==> config.mk <==
export PLATFORM = sky130hd
export DESIGN_NAME = uart_imem_loader
export DESIGN_NICKNAME = d
export VERILOG_FILES = /design/src/rtl/imem_loader_pkg.sv /design/src/rtl/uart_imem_loader.sv
export SDC_FILE = /design/constraint.sdc
export NUM_CORES = 1
export LEC_CHECK = 0
export CAP_MARGIN = 20
export CORE_MARGIN = 10
export CORE_UTILIZATION = 59
export DETAILED_ROUTE_END_ITERATION = 8
export PLACE_DENSITY = 0.84
export SLEW_MARGIN = 10
export SYNTH_ARGS = -nofsm -noshare
export SYNTH_HDL_FRONTEND = slang
export SYNTH_SLANG_ARGS = --single-unit
==> constraint.sdc <==
create_clock -name clk -period 4.7 [get_ports clk]
set_input_delay 0.705 -clock clk [delete_from_list [all_inputs] [get_ports clk]]
set_output_delay 0.705 -clock clk [all_outputs]
set_load 0.02 [all_outputs]
==> src/rtl/imem_loader_pkg.sv <==
// Shared definitions for the UART-to-instruction-memory loader.
package imem_loader_pkg;

   localparam int INSTR_W = 32;
   localparam logic [INSTR_W-1:0] TERMINATOR_DEFAULT = 32'hFFFF_FFFF;

   // Loader FSM: loading words, or finished (absorbing until reset).
   typedef enum logic {
      S_LOAD = 1'b0,
      S_DONE = 1'b1
   } state_e;

endpackage : imem_loader_pkg

==> src/rtl/uart_imem_loader.sv <==
// Packs received UART bytes little-endian into 32-bit words and writes them
// to consecutive instruction-memory addresses until the terminator word is
// seen or the memory is full.
module uart_imem_loader
   import imem_loader_pkg::*;
#(
   parameter int                 ADDR_W         = 10,
   parameter int                 TIMEOUT_CYCLES = 200000,
   parameter logic [INSTR_W-1:0] TERMINATOR     = TERMINATOR_DEFAULT
) (
   input  logic               clk,
   input  logic               resetn,
   input  logic               uart_rx_valid,
   input  logic [7:0]         uart_rx_data,
   input  logic               uart_rx_break,
   output logic               imem_wr_en,
   output logic [ADDR_W-1:0]  imem_wr_addr,
   output logic [INSTR_W-1:0] imem_wr_data,
   output logic               write_done,
   output logic               load_overflow
);

   localparam int CNT_W = $clog2(TIMEOUT_CYCLES + 1);
   // Last count value before the partial word is abandoned; reaching
   // TIMEOUT_CYCLES happens on the edge where this value is observed idle.
   localparam logic [CNT_W-1:0] IDLE_LAST = CNT_W'(TIMEOUT_CYCLES - 1);

   state_e              state_q, state_d;
   logic [1:0]          byte_idx_q, byte_idx_d;
   logic [INSTR_W-1:0]  shift_q, shift_d;
   logic [ADDR_W-1:0]   wr_ptr_q, wr_ptr_d;
   logic [CNT_W-1:0]    idle_q, idle_d;
   logic                wr_en_q, wr_en_d;
   logic [ADDR_W-1:0]   wr_addr_q, wr_addr_d;
   logic [INSTR_W-1:0]  wr_data_q, wr_data_d;
   logic                done_q, done_d;
   logic                ovf_q, ovf_d;

   logic [INSTR_W-1:0]  word_w;

   // The word as it stands once the incoming byte lands in the top lane.
   assign word_w = {uart_rx_data, shift_q[23:0]};

   // Next-state logic: byte assembly, word completion, BREAK and timeout.
   always_comb begin
      // NOTE: every always_comb target gets a default first, so no path can
      // leave it unassigned and infer a latch.
      state_d    = state_q;
      byte_idx_d = byte_idx_q;
      shift_d    = shift_q;
      wr_ptr_d   = wr_ptr_q;
      idle_d     = idle_q;
      wr_en_d    = 1'b0;
      wr_addr_d  = wr_addr_q;
      wr_data_d  = wr_data_q;
      done_d     = done_q;
      ovf_d      = ovf_q;

      if (state_q == S_LOAD) begin
         if (uart_rx_break) begin
            // BREAK discards the partial word and wins over a coincident byte.
            byte_idx_d = 2'd0;
            idle_d     = '0;
         end else if (uart_rx_valid) begin
            shift_d[8*byte_idx_q +: 8] = uart_rx_data;
            byte_idx_d = byte_idx_q + 2'd1;
            idle_d     = '0;
            if (byte_idx_q == 2'd3) begin
               if (word_w == TERMINATOR) begin
                  done_d  = 1'b1;
                  state_d = S_DONE;
               end else begin
                  wr_en_d   = 1'b1;
                  wr_addr_d = wr_ptr_q;
                  wr_data_d = word_w;
                  if (&wr_ptr_q) begin
                     // Last slot written: stop rather than wrap.
                     ovf_d   = 1'b1;
                     done_d  = 1'b1;
                     state_d = S_DONE;
                  end else begin
                     wr_ptr_d = wr_ptr_q + 1'b1;
                  end
               end
            end
         end else if (byte_idx_q != 2'd0) begin
            if (idle_q == IDLE_LAST) begin
               byte_idx_d = 2'd0;
               idle_d     = '0;
            end else begin
               idle_d = idle_q + 1'b1;
            end
         end
      end
   end

   // State and output registers, cleared asynchronously by resetn.
   always_ff @(posedge clk or negedge resetn) begin
      if (!resetn) begin
         state_q    <= S_LOAD;
         byte_idx_q <= 2'd0;
         shift_q    <= '0;
         wr_ptr_q   <= '0;
         idle_q     <= '0;
         wr_en_q    <= 1'b0;
         wr_addr_q  <= '0;
         wr_data_q  <= '0;
         done_q     <= 1'b0;
         ovf_q      <= 1'b0;
      end else begin
         // NOTE: non-blocking assignments so every register samples the
         // pre-edge values, independent of statement order.
         state_q    <= state_d;
         byte_idx_q <= byte_idx_d;
         shift_q    <= shift_d;
         wr_ptr_q   <= wr_ptr_d;
         idle_q     <= idle_d;
         wr_en_q    <= wr_en_d;
         wr_addr_q  <= wr_addr_d;
         wr_data_q  <= wr_data_d;
         done_q     <= done_d;
         ovf_q      <= ovf_d;
      end
   end

   assign imem_wr_en    = wr_en_q;
   assign imem_wr_addr  = wr_addr_q;
   assign imem_wr_data  = wr_data_q;
   assign write_done    = done_q;
   assign load_overflow = ovf_q;

endmodule : uart_imem_loader

# == Word level (Yosys, flattened, before mapping) ==
# Cells that the tools add are included.
# totals
ff_bits,108
wordCells,57
inputBits,12
# op_classes
shift,2
reduce_logical,12
addsub,4
bitwise,4
n_mux,22
n_eq_ne,3
# ops
cell,count
$mux W18,4
$neg A5 Y34,1
$shift A8 B34 Y32 const A,1
$shiftx A8 B34 Y32,1
$bwmux W32,1
$eq A32 B32 Y1 const B,1
$add A18 B1 Y18 const B,1
$eq A18 B18 Y1 const B,1
$reduce_and A15 Y1,1
$mux W1,13
$add A10 B1 Y10 const B,1
$reduce_and A10 Y1,1
$reduce_and A5 Y1,2
$mux W2,4
$reduce_and A3 Y1,2
$reduce_and A6 Y1,1
$reduce_bool A3 Y1,2
$not A1 Y1,4
$reduce_bool A2 Y1,2
$add A2 B1 Y2 const B,1
$eq A2 B2 Y1 const B,1
$reduce_and A2 Y1,1

# == Depth between registers and ports, before layout ==
# Gate-level depths: netlist of the first run.
# logic_depth
word_depth,7
mapped_depth,7
depth_no_buf,6

# == Worst setup path before layout of the first run ==
# No wires, ideal clock.
# synth_path
kind,in2reg
startpoint,input uart_rx_break
endpoint,register wr_ptr_q[1]
path_buffers,0
required_time_ns,4.575
setup_slack_ns,2.683
setup_time_ns,0.125
arrival_time_ns,1.892
cell_stages,4
path_cell_list,nor3b_4 > nand2_1 > a221oi_2 > mux2_2
# synth_via
elab_chain_len,2
# synth_rtl
element,line_no,text
start: declaration,uart_imem_loader.sv:15,"input logic uart_rx_break,"
$not A1 Y1 (no source line),n/a,
$reduce_and A6 Y1 (no source line),n/a,
end signal: assignment,uart_imem_loader.sv:116,wr_ptr_q <= wr_ptr_d;
end: declaration,uart_imem_loader.sv:31,"logic [ADDR_W-1:0] wr_ptr_q, wr_ptr_d;"
# No other way between the ends.
# A chain may end at the register's enable or synchronous reset.

# == Worst setup path after layout of the first run ==
# layout_path
startpoint,input uart_rx_break
endpoint,register wr_data_q[15] (netlist: imem_wr_data[15])
# layout_via
elab_chain_len,2
# layout_rtl
element,line_no,text
$not A1 Y1 (no source line),n/a,
$reduce_and A5 Y1 (no source line),n/a,
end signal: assignment,uart_imem_loader.sv:120,wr_data_q <= wr_data_d;
end: declaration,uart_imem_loader.sv:35,"logic [INSTR_W-1:0] wr_data_q, wr_data_d;"
# No other way between the ends.

==> results.yml, run 1 <==
worst_setup_path:
  slowest_delay_ps: 790
  cp_cell_sequence: "clkdlybuf4s50_1, nor3b_4, nand2_1, a21oi_4, buf_4, mux2_2"
  cp_slowest_cell: "a21oi_4"
  path_buf_inv: 2
  critPathLaunchType: "primary input"
  critPathMaxFanout: 32
  r2r_setup_slack_ps: 2120
  worstSetupPathType: "primary input to flip-flop"
  required_ps: 4960
  path_delay_family: "buffers and inverters"
  cp.arrival_ps: 3240
  crit_path_end_kind: "flip-flop"
pwr:
  combinationalPowerShare: 0.147
  power.density_mw_per_mm2: 347
  p_int_uw: 1310
  peakVddDrop_uv: 190
  p_total_uw: 1820
  sw_frac_of_total: 0.279
  power.leakage_uw: 0.00236
  seqPwrFrac: 0.536
  clock_power_share: 0.317
  p_switching_uw: 508
placed_design:
  hpwl_um: 6680
  dp_cells: 528
  gp_congestion: 0.798
  io_buffers: 56
yosys:
  yosysTopAreaCell: "dfrtp_1"
  synthCells: 383
  ys_warn_count: 0
  syn_nets: 402
  yosys_most_used_dff: "dfrtp_1"
  ys_async_sr_fraction: 1.00
  synth_top_area_frac: 0.568
  yosysSeqAreaShare: 0.568
  synth_cell_types: 45
  ys_ff_latch: 100
  synth_edf_count: 0
  synth_most_common_cell: "dfrtp_1"
  synth_common_cells: "100 x dfrtp_1, 72 x nand2_1, 43 x mux2_2"
  syn_area_mm2: 0.00441
  ys_top_cells_by_area: "dfrtp_1 57%, mux2_2 11%, nand2_1 6.1%"
  syn_area_per_cell_um2: 11.5
die:
  num_rows: 31
  io_pins: 57
  die_w_um: 106
  coreArea_mm2: 0.00725
  die_area_mm2: 0.0113
  die_h_um: 106
  initial_utilization: 0.607
timing:
  tightest_slew_ps: 1000
  period_needed_ps: 2970
  fmax_mhz: 336
  finalSetupViolCount: 0
  period_share: 0.633
  hold_viol: 0
  tns_ps: 0
  rsz0062_at_grt: "no"
  finalMaxSlewViolations: 0
  skew_ps: 8.86
  slew_headroom: 0.332
routing:
  wl_per_cell_um: 17.4
  wl_um: 9470
  drt_iter0_drc: 167
  vias: 3178
  drtPass1Iterations: 4
  ant_nets: 0
  drc: 0
  vias_per_cell: 5.83
clock_network:
  cts_tree: "yes"
  cts_made_buffers: 9
  cts_root_buf: "clkbuf_8"
  clock_path_buffers: 2
  clock-sinks: 100
  cts_resized: 0
  cts_setup_buffers: 0
  cts_hold_buf: 0
  path_clk_slew_ps: 90
  clock_latency_ps: 370
  htreeDepth: 3
global_route:
  grt_pass1_wl_um: 16200
  grtUsageTotal: 0.174
  grt_max_degree: 65
  gr-total-overflow: 0
  antenna_found_initial: 0
  grt_pass1_vias: 3244
cells_and_area:
  final_cells: 545
  regArea_mm2: 0.00250
  nNetsFinal: 460
  layout-drive-gt1-share: 0.166
  syn_to_final_growth_pct: 19.0
  multi_input_area_mm2: 0.00182
  fillers: 522
  diodes: 0
status:
  outcome: "completed"
flow_run:
  maxCapViolCount: 0
worst_hold_path:
  min_path_type: "primary input to async pin"
power groups by stage:
stage | Clock (uW) | Combinational [uW] | Sequential (uW)
3_5_place_dp | 0 | 269 | 992
3_3_place_gp | 0 | 260 | 991
4_1_cts | 580 | 271 | 975
5_1_grt | 621 | 297 | 984
2_1_floorplan | 0 | 100 | 1020
6_report | 577 | 268 | 975
cell type report:
type                            instances  area share
Inverter                                3     0.00215
Clock inverter                          6      0.0136
Multi-Input combinational cell        268       0.346
Clock buffer                           10      0.0263
Timing Repair Buffer                   59       0.111
Tap cell                               99      0.0236
Sequential cell                       100       0.477
stage by stage:
stage          instance area, um2  worst slack, ps  hold slack (ps)   util
6_report                     5240             1730              399  0.723
5_1_grt                      5240             1550              468  0.723
4_1_cts                      5240             1720              436  0.722
3_5_place_dp                 5030             1330              444  0.693
3_3_place_gp                 5030             1410              440  0.693
2_1_floorplan                4410             2680              409      -
cell usage in the layout, fill, tap and decap left out, types with 2 or more instances in the layout:
cell / count
dfrtp_1: 100
nand2_1: 72
clkdlybuf4s50_1: 55
mux2_2: 43
o21ai_0: 32
nand4_1: 16
nand3_1: 14
nor2_1: 14
clkbuf_8: 10
and3_1: 9
xor2_1: 9
xnor2_1: 7
ha_1: 7
nor3b_1: 5
and2_1: 4
buf_4: 4
inv_1: 3
a21o_1: 3
nor4bb_1: 2
or2_2: 2
nor3_1: 2
nor2b_1: 2
a21oi_1: 2
a31oi_1: 2
a211oi_1: 2
per-layer routing:
metal,routed length (um),GRT usage,vias to the layer above
met2,4770,0.293,98
met4,208,0.0716,0
met1,3980,0.213,1591
li1,-,-,1470
met5,0,0,-
met3,514,0.0374,19
worst paths after layout:
kind | start | endpoint | depth (start not counted)
min reg2reg | write_done | write_done | 1
max in group asynchronous | resetn | idle_q[9] | 2
max reg2reg | state_q | imem_wr_data[15] | 5
min in group clk | write_done | write_done | 1
max | uart_rx_break | imem_wr_data[15] | 6
min | resetn | imem_wr_data[22] | 1
cells by family (layout without fill, tap and decap cells):
| family | count (synthesis) | after routing | synth area share |
|---|---|---|---|
| and+or+nand+nor | 151 | 151 | 0.174 |
| adders and majority gates | 7 | 7 | 0.0199 |
| buffers and inverters | 15 | 78 | 0.0199 |
| xor gates and xnor gates | 16 | 16 | 0.0318 |
| AOI/OAI and AO/OA | 51 | 51 | 0.0770 |
| DFF | 100 | 100 | 0.568 |
| muxes | 43 | 43 | 0.110 |
registers in the layout, indices dropped and copies added (netlist names):
register and cells:
imem_wr_data 32, shift_q 24, idle_q 18, imem_wr_addr 10
wr_ptr_q 10, byte_idx_q 2, imem_wr_en 1, load_overflow 1
state_q 1, write_done 1
(Power assumes the default switching activity.)
==> inputs of run 2 (changes only) <==
Settings changed: CORE_UTILIZATION 59 to 55, PLACE_DENSITY 0.84 to 0.79.
Clock period 4.7 ns to 2.8 ns, I/O delays scaled along.
==> run 2 against run 1 <==
Compared with the run above:
- first-iteration DRC count down 3.6%
- wire length down 0.15%
- hold slack worse by 380 ps
- cell count up 2.6%
- clock power up 63%
- global-route usage down 0.97 points
- register-to-register slack worse by 1600 ps
- sequential power up 68%
- non-clock buffer count up 11
==> results.yml, run 2 (synthesis results as in run 1) <==
status:
  outcome: "completed"
routing:
  drc: 0
  ant_nets: 0
  drtPass1Iterations: 4
  vias_per_cell: 5.62
  wl_um: 9460
  drt_iter0_drc: 161
  wl_per_cell_um: 16.9
  vias: 3140
worst_setup_path:
  critPathLaunchType: "flip-flop"
  crit_path_end_kind: "flip-flop"
  cp.arrival_ps: 2500
  worstSetupPathType: "flip-flop to flip-flop"
  required_ps: 3040
  critPathMaxFanout: 13
clock_network:
  cts_root_buf: "clkbuf_8"
  htreeDepth: 3
  clock-sinks: 100
  cts_resized: 0
  cts_setup_buffers: 0
  cts_tree: "yes"
  cts_made_buffers: 9
  clock_path_buffers: 2
  clock_latency_ps: 370
  path_clk_slew_ps: 100
  cts_hold_buf: 0
placed_design:
  pre_cts_slack_ps: 269
  gp_congestion: 0.797
  hpwl_um: 6840
  io_buffers: 56
pwr:
  peakVddDrop_uv: 298
  p_total_uw: 3040
  power.leakage_uw: 0.00242
  power.density_mw_per_mm2: 572
cells_and_area:
  fillers: 569
  multi_input_area_mm2: 0.00182
  utilization: 0.685
  largest_register_ffs: 32
  layout-drive-gt1-share: 0.184
  syn_to_final_growth_pct: 20.8
  layout_commonest_cell: "dfrtp_1"
  regArea_mm2: 0.00250
  nNetsFinal: 471
  diodes: 0
  final_cell_mix: "100 x dfrtp_1, 72 x nand2_1, 55 x clkdlybuf4s50_1, 43 x mux2_2, 32 x o21ai_0"
global_route:
  grt_pass1_wl_um: 15900
  grt_max_degree: 42
  antenna_found_initial: 0
  gr-total-overflow: 0
  grtUsageTotal: 0.164
  grt_pass1_vias: 3224
die:
  die_area_mm2: 0.0120
  io_pins: 57
  coreArea_mm2: 0.00777
  die_h_um: 110
  initial_utilization: 0.567
  die_w_um: 110
  num_rows: 32
timing:
  finalMaxSlewViolations: 0
  tns_ps: 0
  hold_viol: 0
  fin_ws_ps: 531
  finalSetupViolCount: 0
  slew_headroom: 0.521
  fmax_mhz: 441
  tightest_slew_ps: 719
  period_share: 0.810
  skew_ps: 9.18
  rsz0062_at_grt: "no"
  period_needed_ps: 2270
flow_run:
  maxCapViolCount: 0
worst_hold_path:
  min_path_type: "primary input to async pin"
run 2: worst paths after layout:
path / start / slack (ps) / to / depth (start not counted)
min reg2reg: write_done / 470 / write_done / 1
max reg2reg: idle_q[0] / 530 / byte_idx_q[1] / 6
max in group asynchronous: resetn / 2050 / imem_wr_data[15] / 2
max: idle_q[0] / 530 / byte_idx_q[1] / 6
min: resetn / 10 / imem_wr_data[21] / 1
min in group clk: write_done / 470 / write_done / 1
run 2: where the power goes:
part           total [uW]  switching (uW)  leakage, uW  internal, uW
logic                 464             250     0.000935           214
clock network         941             516     0.000103           425
registers            1640            82.8      0.00138          1560
run 2: layout make-up:
class / instances / share of cell area
clock inverter: 6 / 0.0136
inverter: 3 / 0.00212
clock buffer: 10 / 0.0240
tap: 102 / 0.0240
sequential: 100 / 0.470
multi-input combinational: 268 / 0.341
timing repair buffer: 70 / 0.125
run 2: per-stage QoR:
stage | area, um2 | hold WS (ps) | instances
2_1_floorplan | 4410 | 124 | 383
3_3_place_gp | 5120 | 426 | 543
3_5_place_dp | 5120 | 435 | 543
4_1_cts | 5320 | 29.1 | 559
5_1_grt | 5320 | 54.8 | 559
6_report | 5320 | 14.6 | 559
run 2: per-layer routing:
| layer | vias up | GRT usage | wire length, um |
|---|---|---|---|
| li1 | 1487 | - | - |
| met1 | 1558 | 0.212 | 4210 |
| met2 | 87 | 0.267 | 4520 |
| met3 | 8 | 0.0451 | 621 |
| met4 | 0 | 0.0465 | 106 |
| met5 | - | 0 | 0 |
run 2: critical path, stage by stage, from the launching register on:
cell and delay [ps]:
dfrtp_1 400, ha_1 210, nand3_1 190, nor3_1 470
a21oi_2 270, nor2_2 450, o21ai_0 140
==> inputs of run 3 (changes only) <==
Settings changed: CORE_UTILIZATION 55 to 50, PLACE_DENSITY 0.79 to 0.76.
Clock period 2.8 ns to 2 ns, I/O delays scaled along.
==> run 3 against run 2 <==
Compared with the run above:
- the run now ends with negative hold slack left
- die area is 8.1% higher
- register-to-register slack worse by 350 ps
- hold slack worse by 29 ps
- non-clock buffer count is 19 higher
- critical endpoint is now wr_ptr_q[1]
- cell count is 4.1% higher
- design area is 2.9% higher
- maximum frequency is 25% higher
- sequential share of layout area is 1.3 points lower
- via count is 2.3% higher
- first-iteration DRC count is 0.62% lower
- clock skew is 8.5 ps higher
==> results.yml, run 3 (synthesis results as in run 1) <==
pwr:
  peakVddDrop_uv: 449
  power.density_mw_per_mm2: 749
  power.leakage_uw: 0.00249
  p_total_uw: 4100
placed_design:
  hpwl_um: 7120
  gp_congestion: 0.833
  io_buffers: 56
  pre_cts_slack_ps: -295
  placed_cell_area_mm2: 0.00530
  dp_cells: 568
worst_setup_path:
  critPathMaxFanout: 9
  required_ps: 2250
  critPathLaunchType: "flip-flop"
  worstSetupPathType: "flip-flop to flip-flop"
  cp.arrival_ps: 2060
  crit_path_end_kind: "flip-flop"
cells_and_area:
  final_cells: 582
  fillers: 691
  diodes: 0
  final_cell_mix: "100 x dfrtp_1, 72 x nand2_1, 55 x clkdlybuf4s50_1, 43 x mux2_2"
  syn_to_final_growth_pct: 24.3
  multi_input_area_mm2: 0.00183
  layout-drive-gt1-share: 0.217
  fin_area_mm2: 0.00547
  nNetsFinal: 490
  largest_register_ffs: 32
  regArea_mm2: 0.00250
  layout_commonest_cell: "dfrtp_1"
timing:
  slew_headroom: 0.656
  skew_ps: 17.7
  finalSetupViolCount: 0
  tns_ps: 0
  rsz0062_at_grt: "no"
  tightest_slew_ps: 516
  fmax_mhz: 551
  period_needed_ps: 1810
  fin_hold_ws_ps: -14.1
  period_share: 0.907
  fin_ws_ps: 186
  hold_viol: 29
  finalMaxSlewViolations: 0
clock_network:
  clock_latency_ps: 370
  cts_root_buf: "clkbuf_8"
  htreeDepth: 3
  path_clk_slew_ps: 100
  clock_path_buffers: 2
  clock-sinks: 100
  cts_made_buffers: 9
  cts_tree: "yes"
die:
  initial_utilization: 0.510
  coreArea_mm2: 0.00864
  die_area_mm2: 0.0130
  die_w_um: 114
  io_pins: 57
  die_h_um: 114
  num_rows: 34
status:
  violations: "negative hold slack"
  outcome: "finished, violations left"
routing:
  ant_nets: 0
  wl_per_cell_um: 16.6
  vias: 3213
  drtPass1Iterations: 4
  wl_um: 9650
  drc: 0
  drt_iter0_drc: 160
  vias_per_cell: 5.52
global_route:
  gr-total-overflow: 0
  grt_max_degree: 101
  grt_pass1_wl_um: 16400
  grt_pass1_vias: 3310
  antenna_found_initial: 0
  grtUsageTotal: 0.153
worst_hold_path:
  min_path_type: "primary input to async pin"
flow_run:
  maxCapViolCount: 0
==> run 3: changes by cell type in the layout (fill, tap and decap cells not counted) <==
cell,change
a221oi_4,+1
nor3_2,+1
buf_12,+2
clkinv_4,-2
buf_4,+17
bufinv_16,-1
inv_6,-1
a221oi_2,-1
clkbuf_1,-1
clkinvlp_4,+3
nor3_1,-1
==> run 3: cell type report <==
type / instances / area share
Sequential cell: 100 / 0.457
Multi-Input combinational cell: 268 / 0.335
Timing Repair Buffer: 89 / 0.152
Tap cell: 108 / 0.0247
Clock buffer: 9 / 0.0226
Clock inverter: 5 / 0.00709
Inverter: 3 / 0.00206
==> run 3: metrics by stage <==
| step | utilization | hold WS [ps] |
|---|---|---|
| after detailed placement | 0.613 | 401 |
| after CTS | 0.632 | 2.64 |
| final | 0.634 | -14.1 |
| after global routing | 0.634 | 29.6 |
| after floorplan | - | 4.41 |
| after global placement | 0.613 | 401 |
==> run 3: routing by layer <==
metal	track usage	vias up	part of all wire
li1	-	1521	-
met1	0.196	1600	0.45
met2	0.248	77	0.48
met3	0.0425	15	0.056
met4	0.0443	0	0.012
met5	0	-	0
==> run 3: worst paths after layout <==
kind                                 start  slack [ps]  cells after the start               end
worst max-delay path            shift_q[2]         190                      5       wr_ptr_q[1]
worst min-delay path                resetn         -10                      2  imem_wr_data[18]
worst max register to register  shift_q[2]         190                      5       wr_ptr_q[1]
worst min register to register  write_done         500                      1        write_done
max in group asynchronous           resetn        1630                      2        idle_q[14]
min in group clk                write_done         500                      1        write_done
==> run 3: what timing repair did <==
action,in CTS,in global routing
buffers inserted,0,0
setup endpoints to repair,0,6
gates resized for setup,0,2
hold buffers,0,0
==> run 3: power by group <==
| part | leakage, uW | internal (uW) | switching [uW] | total, uW |
|---|---|---|---|---|
| sequential | 0.00138 | 2180 | 117 | 2290 |
| combinational | 0.00104 | 321 | 353 | 674 |
| clock | 0.0000751 | 445 | 685 | 1130 |
| total | 0.00249 | 2940 | 1150 | 4100 |
==> run 3: critical path, cell delays in order, from the launching register on <==
cell and delay (ps):
dfrtp_1 420, nand4_1 200, nor4_4 50, buf_4 170, a221oi_4 480, mux2_2 390
